--- src/rtl/muldiv_hilo_if.sv ---
// EX-stage request/response bundle between the pipeline and the mult/div HI/LO unit.
// valid/ready: start is the request and stall is the inverse of ready; a request is taken on the first edge where start=1 and stall=0.
interface muldiv_hilo_if;
  logic        start;
  logic [2:0]  op;
  logic [31:0] src_a;
  logic [31:0] src_b;
  logic [1:0]  whilo;
  logic [31:0] wdata;
  logic        stall;
  logic        busy;
  logic [31:0] hi;
  logic [31:0] lo;

  modport master (output start, op, src_a, src_b, whilo, wdata,
                  input  stall, busy, hi, lo);
  modport slave  (input  start, op, src_a, src_b, whilo, wdata,
                  output stall, busy, hi, lo);
endinterface

--- src/rtl/muldiv_hilo.sv ---
// Multi-cycle MULT/MULTU/DIV/DIVU unit owning HI/LO; stalls the front pipeline while it runs.
// Optional MULDIV_FLUSH_EN adds a flush input that cancels the EX instruction.
module muldiv_hilo #(
  parameter int MUL_CYCLES = 2,
  parameter int DIV_ITER   = 32
) (
  input  logic                 clk,
  input  logic                 resetn,
`ifdef MULDIV_FLUSH_EN
  input  logic                 flush,
`endif
  muldiv_hilo_if.slave         bus,
  output logic [1:0]           o_dbg_state
);

  localparam logic [1:0] ST_IDLE = 2'd0;
  localparam logic [1:0] ST_MUL  = 2'd1;
  localparam logic [1:0] ST_DIV  = 2'd2;
  localparam logic [1:0] ST_DONE = 2'd3;

  logic [1:0]  r_state;
  logic        r_busy;
  logic [4:0]  r_cnt;
  logic        r_unsigned;
  logic [31:0] r_a;
  logic [31:0] r_b;
  logic [31:0] r_rem;
  logic [31:0] r_quo;
  logic [31:0] r_hi;
  logic [31:0] r_lo;

  logic        w_flush;
  logic        w_issue;
  logic [31:0] w_abs_src_a;
  logic [31:0] w_b_mag;
  logic [63:0] w_a64;
  logic [63:0] w_b64;
  logic [63:0] w_prod;
  logic [32:0] w_shift;
  logic [32:0] w_diff;
  logic        w_ge;
  logic [31:0] w_rem_nx;
  logic [31:0] w_quo_nx;
  logic        w_q_neg;
  logic        w_r_neg;
  logic [31:0] w_div_lo;
  logic [31:0] w_div_hi;

`ifdef MULDIV_FLUSH_EN
  assign w_flush = flush;
`else
  assign w_flush = 1'b0;
`endif

  assign w_issue   = bus.start & ~bus.op[2] & (r_state == ST_IDLE) & ~w_flush;
  assign bus.stall = ~w_flush & (w_issue | (r_state == ST_MUL) | (r_state == ST_DIV));
  assign bus.busy  = r_busy;
  assign bus.hi    = r_hi;
  assign bus.lo    = r_lo;
  assign o_dbg_state = r_state;

  // Dividend magnitude is loaded straight into the quotient shifter at issue.
  assign w_abs_src_a = (~bus.op[0] & bus.src_a[31]) ? -bus.src_a : bus.src_a;
  assign w_b_mag     = (~r_unsigned & r_b[31]) ? -r_b : r_b;

  assign w_a64  = r_unsigned ? {32'b0, r_a} : {{32{r_a[31]}}, r_a};
  assign w_b64  = r_unsigned ? {32'b0, r_b} : {{32{r_b[31]}}, r_b};
  assign w_prod = w_a64 * w_b64;

  // rem < divisor always, so a set bit 32 of the difference can only mean borrow.
  assign w_shift  = {r_rem, r_quo[31]};
  assign w_diff   = w_shift - {1'b0, w_b_mag};
  assign w_ge     = ~w_diff[32];
  assign w_rem_nx = w_ge ? w_diff[31:0] : w_shift[31:0];
  assign w_quo_nx = {r_quo[30:0], w_ge};

  assign w_q_neg  = ~r_unsigned & (r_a[31] ^ r_b[31]);
  assign w_r_neg  = ~r_unsigned & r_a[31];
  assign w_div_lo = (r_b == 32'd0) ? 32'hFFFF_FFFF : (w_q_neg ? -w_quo_nx : w_quo_nx);
  assign w_div_hi = (r_b == 32'd0) ? r_a : (w_r_neg ? -w_rem_nx : w_rem_nx);

  always_ff @(posedge clk or negedge resetn) begin
    if (!resetn) begin
      r_state    <= ST_IDLE;
      r_busy     <= 1'b0;
      r_cnt      <= 5'd0;
      r_unsigned <= 1'b0;
      r_a        <= 32'd0;
      r_b        <= 32'd0;
      r_rem      <= 32'd0;
      r_quo      <= 32'd0;
      r_hi       <= 32'd0;
      r_lo       <= 32'd0;
    end else if (w_flush) begin
      r_state <= ST_IDLE;
      r_busy  <= 1'b0;
    end else begin
      case (r_state)
        ST_IDLE: begin
          if (bus.whilo[1]) r_hi <= bus.wdata;
          if (bus.whilo[0]) r_lo <= bus.wdata;
          if (w_issue) begin
            r_unsigned <= bus.op[0];
            r_a        <= bus.src_a;
            r_b        <= bus.src_b;
            r_rem      <= 32'd0;
            r_quo      <= w_abs_src_a;
            r_busy     <= 1'b1;
            if (bus.op[1]) begin
              r_state <= ST_DIV;
              r_cnt   <= 5'(DIV_ITER - 1);
            end else begin
              r_state <= ST_MUL;
              r_cnt   <= 5'(MUL_CYCLES - 1);
            end
          end
        end
        ST_MUL: begin
          if (r_cnt == 5'd0) begin
            r_hi    <= w_prod[63:32];
            r_lo    <= w_prod[31:0];
            r_state <= ST_DONE;
            r_busy  <= 1'b0;
          end else begin
            r_cnt <= r_cnt - 5'd1;
          end
        end
        ST_DIV: begin
          r_rem <= w_rem_nx;
          r_quo <= w_quo_nx;
          if (r_cnt == 5'd0) begin
            r_hi    <= w_div_hi;
            r_lo    <= w_div_lo;
            r_state <= ST_DONE;
            r_busy  <= 1'b0;
          end else begin
            r_cnt <= r_cnt - 5'd1;
          end
        end
        default: r_state <= ST_IDLE;
      endcase
    end
  end

endmodule

--- src/flat_wrapper.sv ---
// flat-port wrapper written by rule: the top's interface ports become plain ports
module muldiv_hilo_flat 
#(
  parameter int MUL_CYCLES = 2,
  parameter int DIV_ITER   = 32
)
  (clk, resetn, o_dbg_state, bus_start, bus_op, bus_src_a, bus_src_b, bus_whilo, bus_wdata, bus_stall, bus_busy, bus_hi, bus_lo);
  muldiv_hilo_if bus_i ();
  input  logic clk;
  input  logic resetn;
  output logic [1:0] o_dbg_state;
  input wire logic [$bits(bus_i.start)-1:0] bus_start;
  input wire logic [$bits(bus_i.op)-1:0] bus_op;
  input wire logic [$bits(bus_i.src_a)-1:0] bus_src_a;
  input wire logic [$bits(bus_i.src_b)-1:0] bus_src_b;
  input wire logic [$bits(bus_i.whilo)-1:0] bus_whilo;
  input wire logic [$bits(bus_i.wdata)-1:0] bus_wdata;
  output wire logic [$bits(bus_i.stall)-1:0] bus_stall;
  output wire logic [$bits(bus_i.busy)-1:0] bus_busy;
  output wire logic [$bits(bus_i.hi)-1:0] bus_hi;
  output wire logic [$bits(bus_i.lo)-1:0] bus_lo;
  assign bus_i.start = bus_start;
  assign bus_i.op = bus_op;
  assign bus_i.src_a = bus_src_a;
  assign bus_i.src_b = bus_src_b;
  assign bus_i.whilo = bus_whilo;
  assign bus_i.wdata = bus_wdata;
  assign bus_stall = bus_i.stall;
  assign bus_busy = bus_i.busy;
  assign bus_hi = bus_i.hi;
  assign bus_lo = bus_i.lo;
  muldiv_hilo #(.MUL_CYCLES(MUL_CYCLES), .DIV_ITER(DIV_ITER)) u_core (.clk(clk), .resetn(resetn), .bus(bus_i), .o_dbg_state(o_dbg_state));
endmodule
--- config.mk ---
export PLATFORM = sky130hd
export DESIGN_NAME = muldiv_hilo_flat
export DESIGN_NICKNAME = d
export VERILOG_FILES = /design/src/rtl/muldiv_hilo_if.sv /design/src/rtl/muldiv_hilo.sv /design/src/flat_wrapper.sv
export SDC_FILE = /design/constraint.sdc
export NUM_CORES = 2
export LEC_CHECK = 0
export CAP_MARGIN = 20
export CORE_ASPECT_RATIO = 1.75
export CORE_MARGIN = 2
export CORE_UTILIZATION = 28
export DETAILED_ROUTE_END_ITERATION = 10
export HOLD_SLACK_MARGIN = 0.12
export PLACE_DENSITY_LB_ADDON = 0.25
export SETUP_SLACK_MARGIN = 0.4
export SYNTH_ARGS = -nofsm -noshare
export SYNTH_HDL_FRONTEND = slang
export SYNTH_SLANG_ARGS = --single-unit
--- constraint.sdc ---
create_clock -name clk -period 29.7 [get_ports clk]
set_input_delay 4.455 -clock clk [delete_from_list [all_inputs] [get_ports clk]]
set_output_delay 4.455 -clock clk [all_outputs]
set_load 0.05 [all_outputs]
; Yosys cells after proc, flatten, opt, wreduce, memory -nomap -nowiden
; Cells that the tools add are included.
[op_classes]
n_addsub = 6
mul = 1
n_eq_ne = 9
muxes = 32
bitwise = 13
n_reduce_logical = 14
[ops]
columns = op, n
row1 = 32-bit 2-to-1 mux, 15
row2 = 32-bit one-hot mux with 3 select lines, 2
row3 = 64-bit 2-to-1 mux, 2
row4 = 32-bit negation, 4
row5 = 32-bit one-hot mux with 2 select lines, 2
row6 = 64-bit by 64-bit multiplier with 64-bit output, 1
row7 = 33-bit by 32-bit subtractor with 33-bit output, 1
row8 = 32-bit logical NOT, 1
row9 = 5-bit 2-to-1 mux, 3
row10 = "2-bit != test, second input constant", 5
row11 = 5-bit one-hot mux with 2 select lines, 1
row12 = 4-bit AND reduction, 2
row13 = 1-bit bitwise AND, 6
row14 = 2-bit 2-to-1 mux, 3
row15 = 2-bit AND reduction, 3
row16 = 3-bit AND reduction, 2
row17 = 5-bit logical NOT, 1
row18 = "5-bit by 1-bit subtractor with 5-bit output, second input constant", 1
row19 = "2-bit by 1-bit != test with 1-bit output, second input constant", 2
row20 = 1-bit inverter, 4
row21 = 2-bit one-hot mux with 2 select lines, 1
row22 = 2-bit nonzero test, 2
row23 = 3-bit nonzero test, 1
row24 = "2-bit by 1-bit equality test with 1-bit output, second input constant", 1
row25 = other kinds (7), 9
[word_totals]
register_bits = 201
inputBits = 104
out_inout_bits = 68
elab_cells = 85

; Logic depth before layout (Yosys ltp)
[depth]
depth_word = 10
ltp_mapped = 37
mapped_depth_nobuf = 34

; Worst setup path after synthesis
; Ideal clock, no wire load.
[synth_path]
path_kind = register -> register
from = register u_core.r_a[31]
to = register u_core.r_hi[27] (netlist: u_core.bus.hi[27])
setup_time_ns = 0.104
arrival_ns = 9.818
required_time_ns = 29.596
setup_slack_ns = 19.778
stages_incl_launch_ff = 32
n_path_buf = 4
period_less_slack_ns = 9.922
cell_sequence = dfrtp_1 -> nor2b_1 -> clkbuf_1 -> clkbuf_1 -> clkbuf_1 -> clkbuf_1 -> nand2_1 -> fa_1 -> inv_1 -> fa_1 -> fa_1 -> inv_1 -> fa_1 -> inv_1 -> fa_1 -> fa_1 -> fa_1 -> fa_1 -> fa_1 -> inv_1 -> fa_1 -> inv_1 -> ha_1 -> and2_1 -> a221o_1 -> a22o_1 -> a2111oi_2 -> a31oi_1 -> a31o_2 -> xor2_1 -> nand2_1 -> a221oi_1
[synth_between]
elab_chain_len = 5
elab_cells_between_ends = 8
cone_classes = mul (1) / mux (6) / bitwise (1)
[synth_lines]
columns = item, line_no
row1 = start: declaration, muldiv_hilo.sv:25  ; logic [31:0] r_a;
row2 = start signal: assignment, muldiv_hilo.sv:104  ; r_a <= bus.src_a;
row3 = branches (longest 4 deep; another with 64-bit by 64-bit multiplier with 64-bit output), n/a
row4 = 32-bit one-hot mux with 3 select lines *, muldiv_hilo.sv:98  ; case (r_state)
row5 = end signal: assignment, muldiv_hilo.sv:100  ; if (bus.whilo[1]) r_hi <= bus.wdata;
row6 = end signal: assignment, muldiv_hilo.sv:120  ; r_hi <= w_prod[63:32];
row7 = end signal: assignment, muldiv_hilo.sv:132  ; r_hi <= w_div_hi;
row8 = end: declaration, muldiv_hilo.sv:29  ; logic [31:0] r_hi;
; Every way passes the cells marked *. The select of a mux whose other input is x is not followed.
; A chain may end at the register's enable or synchronous reset.

; Worst setup path in the final report
[layout_path]
from = register u_core.r_unsigned
to = register u_core.r_hi[17] (netlist: u_core.bus.hi[17])
[layout_between]
elab_chain_len = 10
elab_cells_between_ends = 15
cone_classes = add/sub (2) / mul (1) / mux (9) / bitwise (3)
[layout_lines]
columns = item, line_no
row1 = start: declaration, muldiv_hilo.sv:24  ; logic r_unsigned;
row2 = start signal: assignment, muldiv_hilo.sv:103  ; r_unsigned <= bus.op[0];
row3 = 1-bit inverter, "muldiv_hilo.sv:64, muldiv_hilo.sv:78"
row4 = 1-bit bitwise AND, muldiv_hilo.sv:64  ; assign w_b_mag = (~r_unsigned & r_b[31]) ? -r_b : r_b;
row5 = 32-bit 2-to-1 mux, muldiv_hilo.sv:64
row6 = 33-bit by 32-bit subtractor with 33-bit output, muldiv_hilo.sv:72  ; assign w_diff = w_shift - {1'b0, w_b_mag};
row7 = 32-bit 2-to-1 mux, muldiv_hilo.sv:74  ; assign w_rem_nx = w_ge ? w_diff[31:0] : w_shift[31:0];
row8 = 32-bit negation, muldiv_hilo.sv:80  ; assign w_div_hi = (r_b == 32'd0) ? r_a : (w_r_neg ? -w_rem_nx : w_rem_nx);
row9 = 32-bit 2-to-1 mux (2 in series), muldiv_hilo.sv:80
row10 = 32-bit 2-to-1 mux, muldiv_hilo.sv:131  ; if (r_cnt == 5'd0) begin
row11 = 32-bit one-hot mux with 3 select lines *, muldiv_hilo.sv:98
; Every way passes the cells marked *; elsewhere a longest branch is shown, timed or not. The select of a mux whose other input is x is not followed.

==> metrics.txt <==
Worst Tran Pin Value 1.217 ns; dominant cell type by area after synthesis fa_1; DRC 0; # fillers 23416; Initial Utilization 28.10%; CTS root buffer clkbuf_16; CP most frequent cell fa_1; min-delay src u_core.bus.lo[21]$_DFFE_PN0P_; clock latency at the later pin of the worst-skew pair 0.63 ns; dpl hpwl 216500 um; IO Pins 172; max-cap violations 0; WP data arrival 11.67 ns; reg2reg path depth 28; CTS tree yes; TritonRoute pass-1 iters 6; Synth Register Bits 201; chip height 628.5 um; Clock Skews 0.04900 ns; Placer Congestion 1.021; grt total ovfl 0; Finished Layout Cells 9712; Avg Cell Area, Syn 9.085 um^2; slowest CP cell fa_1; unrepaired setup endpoints after global routing false; First DRT Iteration DRCs 3374; die width 360.8 um; Fmax 0.08931 GHz; post-cts resize count 0; layout cells sized above 1 4.049%; ys flop type dfrtp_1; Req. time, crit path 30.17 ns; endpoints failing setup 0; Ys Warns 0; setup_tns 0 ns; Max clock buf depth 3; critical path type flip-flop to flip-flop; Tmin final 11.20 ns; Post-DRT Antenna Nets 0; count leader, synth inv_1; routed len/inst 26.96 um; Met1 Routed Length 75470 um; worst min path class flip-flop to flip-flop; Core Rows 229; CTS Hold Bufs 0; CP Max Fanout 24; area grow syn2layout 9.164%; CP bufs+invs 7; Reg2Reg Setup Slack 18.50 ns; largest net degree at the start of global routing 100; Worst Hold Path EP u_core.bus.lo[21]$_DFFE_PN0P_; DR top layer met5; Synth top cells by count inv_1, fa_1, nand2_1; DIE AREA 0.2268 mm^2; final net count 8673; Met3 Wirelength 10370 um; Post-synth EDFFs 0; final worst-path cycle share 37.70%; hold depth 1; first-pass GRT wire length 378200 um; met2 wire length 143000 um; CORE AREA 0.2221 mm^2; vias 48552; IO buf count 171; setup repair bufs after CTS 0; share of the yosys chip area belonging to registers 8.061%; Post-DP Area 0.06722 mm^2; CTS H-Tree Depth 1; initial antenna violation count 16; vias in the first global route 54960; drt total wl 261800 um; syn_nets 8743; Vias per Instance 4.999; Gate Count Post-Synth 6868; fin area 0.06811 mm^2; Clock transition at path regs 0.07 ns; Worst setup SP type flip-flop; Area contributors post-synth fa_1, inv_1, dfrtp_1; Sink Count 201; slowest stage delay, CP 0.86 ns; mapped cell area 0.06239 mm^2; CP Capture Type flip-flop; All-Layer GR Usage 23.26%; reg-to-reg critical path startpoint u_core.r_unsigned$_DFFE_PN0P_; Yosys top cell area share 45.56%; Worst slew margin 18.04%; Top Family by Delay on Critical Path adder cells; Max Slew Vio Count 0; Hold Vio Cnt, Final 0; RR Endpoint u_core.bus.hi[17]$_DFFE_PN0P_; Yosys cell types 85; total placed cells including tap cells 9658; CTS Buf Count 25; CP startpoint u_core.r_unsigned$_DFFE_PN0P_; status finished clean; FFs w/ async S/R, synth 100.0%
[flip-flops by register name, summed over array words and instances, names as in the netlist]
| signal | cells |
|---|---|
| u_core.bus.hi | 32 |
| u_core.bus.lo | 32 |
| u_core.r_a | 32 |
| u_core.r_b | 32 |
| u_core.r_quo | 32 |
| u_core.r_rem | 32 |
| u_core.r_cnt | 5 |
| u_core.o_dbg_state | 2 |
| u_core.bus.busy | 1 |
| u_core.r_unsigned | 1 |
[cell families (layout without fill, tap and decap cells)]
family                   after synthesis  count (layout)  share of synthesized area (%)
flip-flops                           201             201                          8.061
other                                  0               8                              0
buffers and inverters               1949            1898                          11.77
XOR/XNOR                             243             243                          3.411
AO/OA/AOI/OAI                        799             799                          8.150
adder cells (fa/ha/maj)             1774            1774                          52.65
multiplexers                          83              83                          1.452
AND/OR/NAND/NOR                     1819            1819                          14.51
[stage by stage]
step / util [%] / hold WS [ns] / setup WS [ns]
after floorplan: - / 0.4697 / 19.78
after global placement: 30.25 / 0.4642 / 18.61
after detailed placement: 30.27 / 0.4697 / 18.58
after CTS: 30.66 / 0.4856 / 18.55
after global routing: 30.67 / 0.5076 / 18.08
final: 30.67 / 0.4827 / 18.50
[cell type report]
| class | instances | area, um^2 | share of cell area [%] |
|---|---|---|---|
| Antenna cell | 8 | 20.02 | 0.02939 |
| Clock buffer | 29 | 650.6 | 0.9552 |
| Clock inverter | 17 | 210.2 | 0.3086 |
| Inverter | 1565 | 5874 | 8.625 |
| Multi-Input combinational cell | 4718 | 50090 | 73.54 |
| Sequential cell | 201 | 5045 | 7.407 |
| Tap cell | 2887 | 3612 | 5.303 |
| Timing Repair Buffer | 287 | 2608 | 3.828 |
[cell usage in the layout (no fill, tap or decap), drive strengths merged, types with 28 or more instances in the layout]
cell	n
a21o	58
a21oi	217
a221oi	51
a31oi	29
and2	606
buf	116
clkbuf	29
clkdlybuf4s50	170
dfrtp	201
fa	1420
ha	351
inv	1568
mux2	60
nand2	744
nand2b	38
nand3	28
nor2	189
nor3	53
o21ai	225
o31ai	48
or3	28
xnor2	159
xor2	84
[worst max path at each step]
| stage | cells after the start | end | slack (ns) |
|---|---|---|---|
| floorplan | 31 | u_core.bus.hi[27]$_DFFE_PN0P_ | 19.78 |
| global placement | 28 | u_core.bus.hi[17]$_DFFE_PN0P_ | 18.61 |
| detailed placement | 28 | u_core.bus.hi[17]$_DFFE_PN0P_ | 18.58 |
| CTS | 28 | u_core.bus.hi[17]$_DFFE_PN0P_ | 18.55 |
| global route | 28 | u_core.bus.hi[17]$_DFFE_PN0P_ | 18.08 |
| finish | 28 | u_core.bus.hi[17]$_DFFE_PN0P_ | 18.50 |
[per-layer routing]
metal,GRT usage (%),vias to the layer above
met1,20.32,25394
li1,-,20531
met4,23.26,8
met5,0,-
met2,44.84,1744
met3,2.290,875
Power is left out: the tool's default activity adds up to more than one toggle a clock period on the data nets, which glitch-free logic cannot reach.
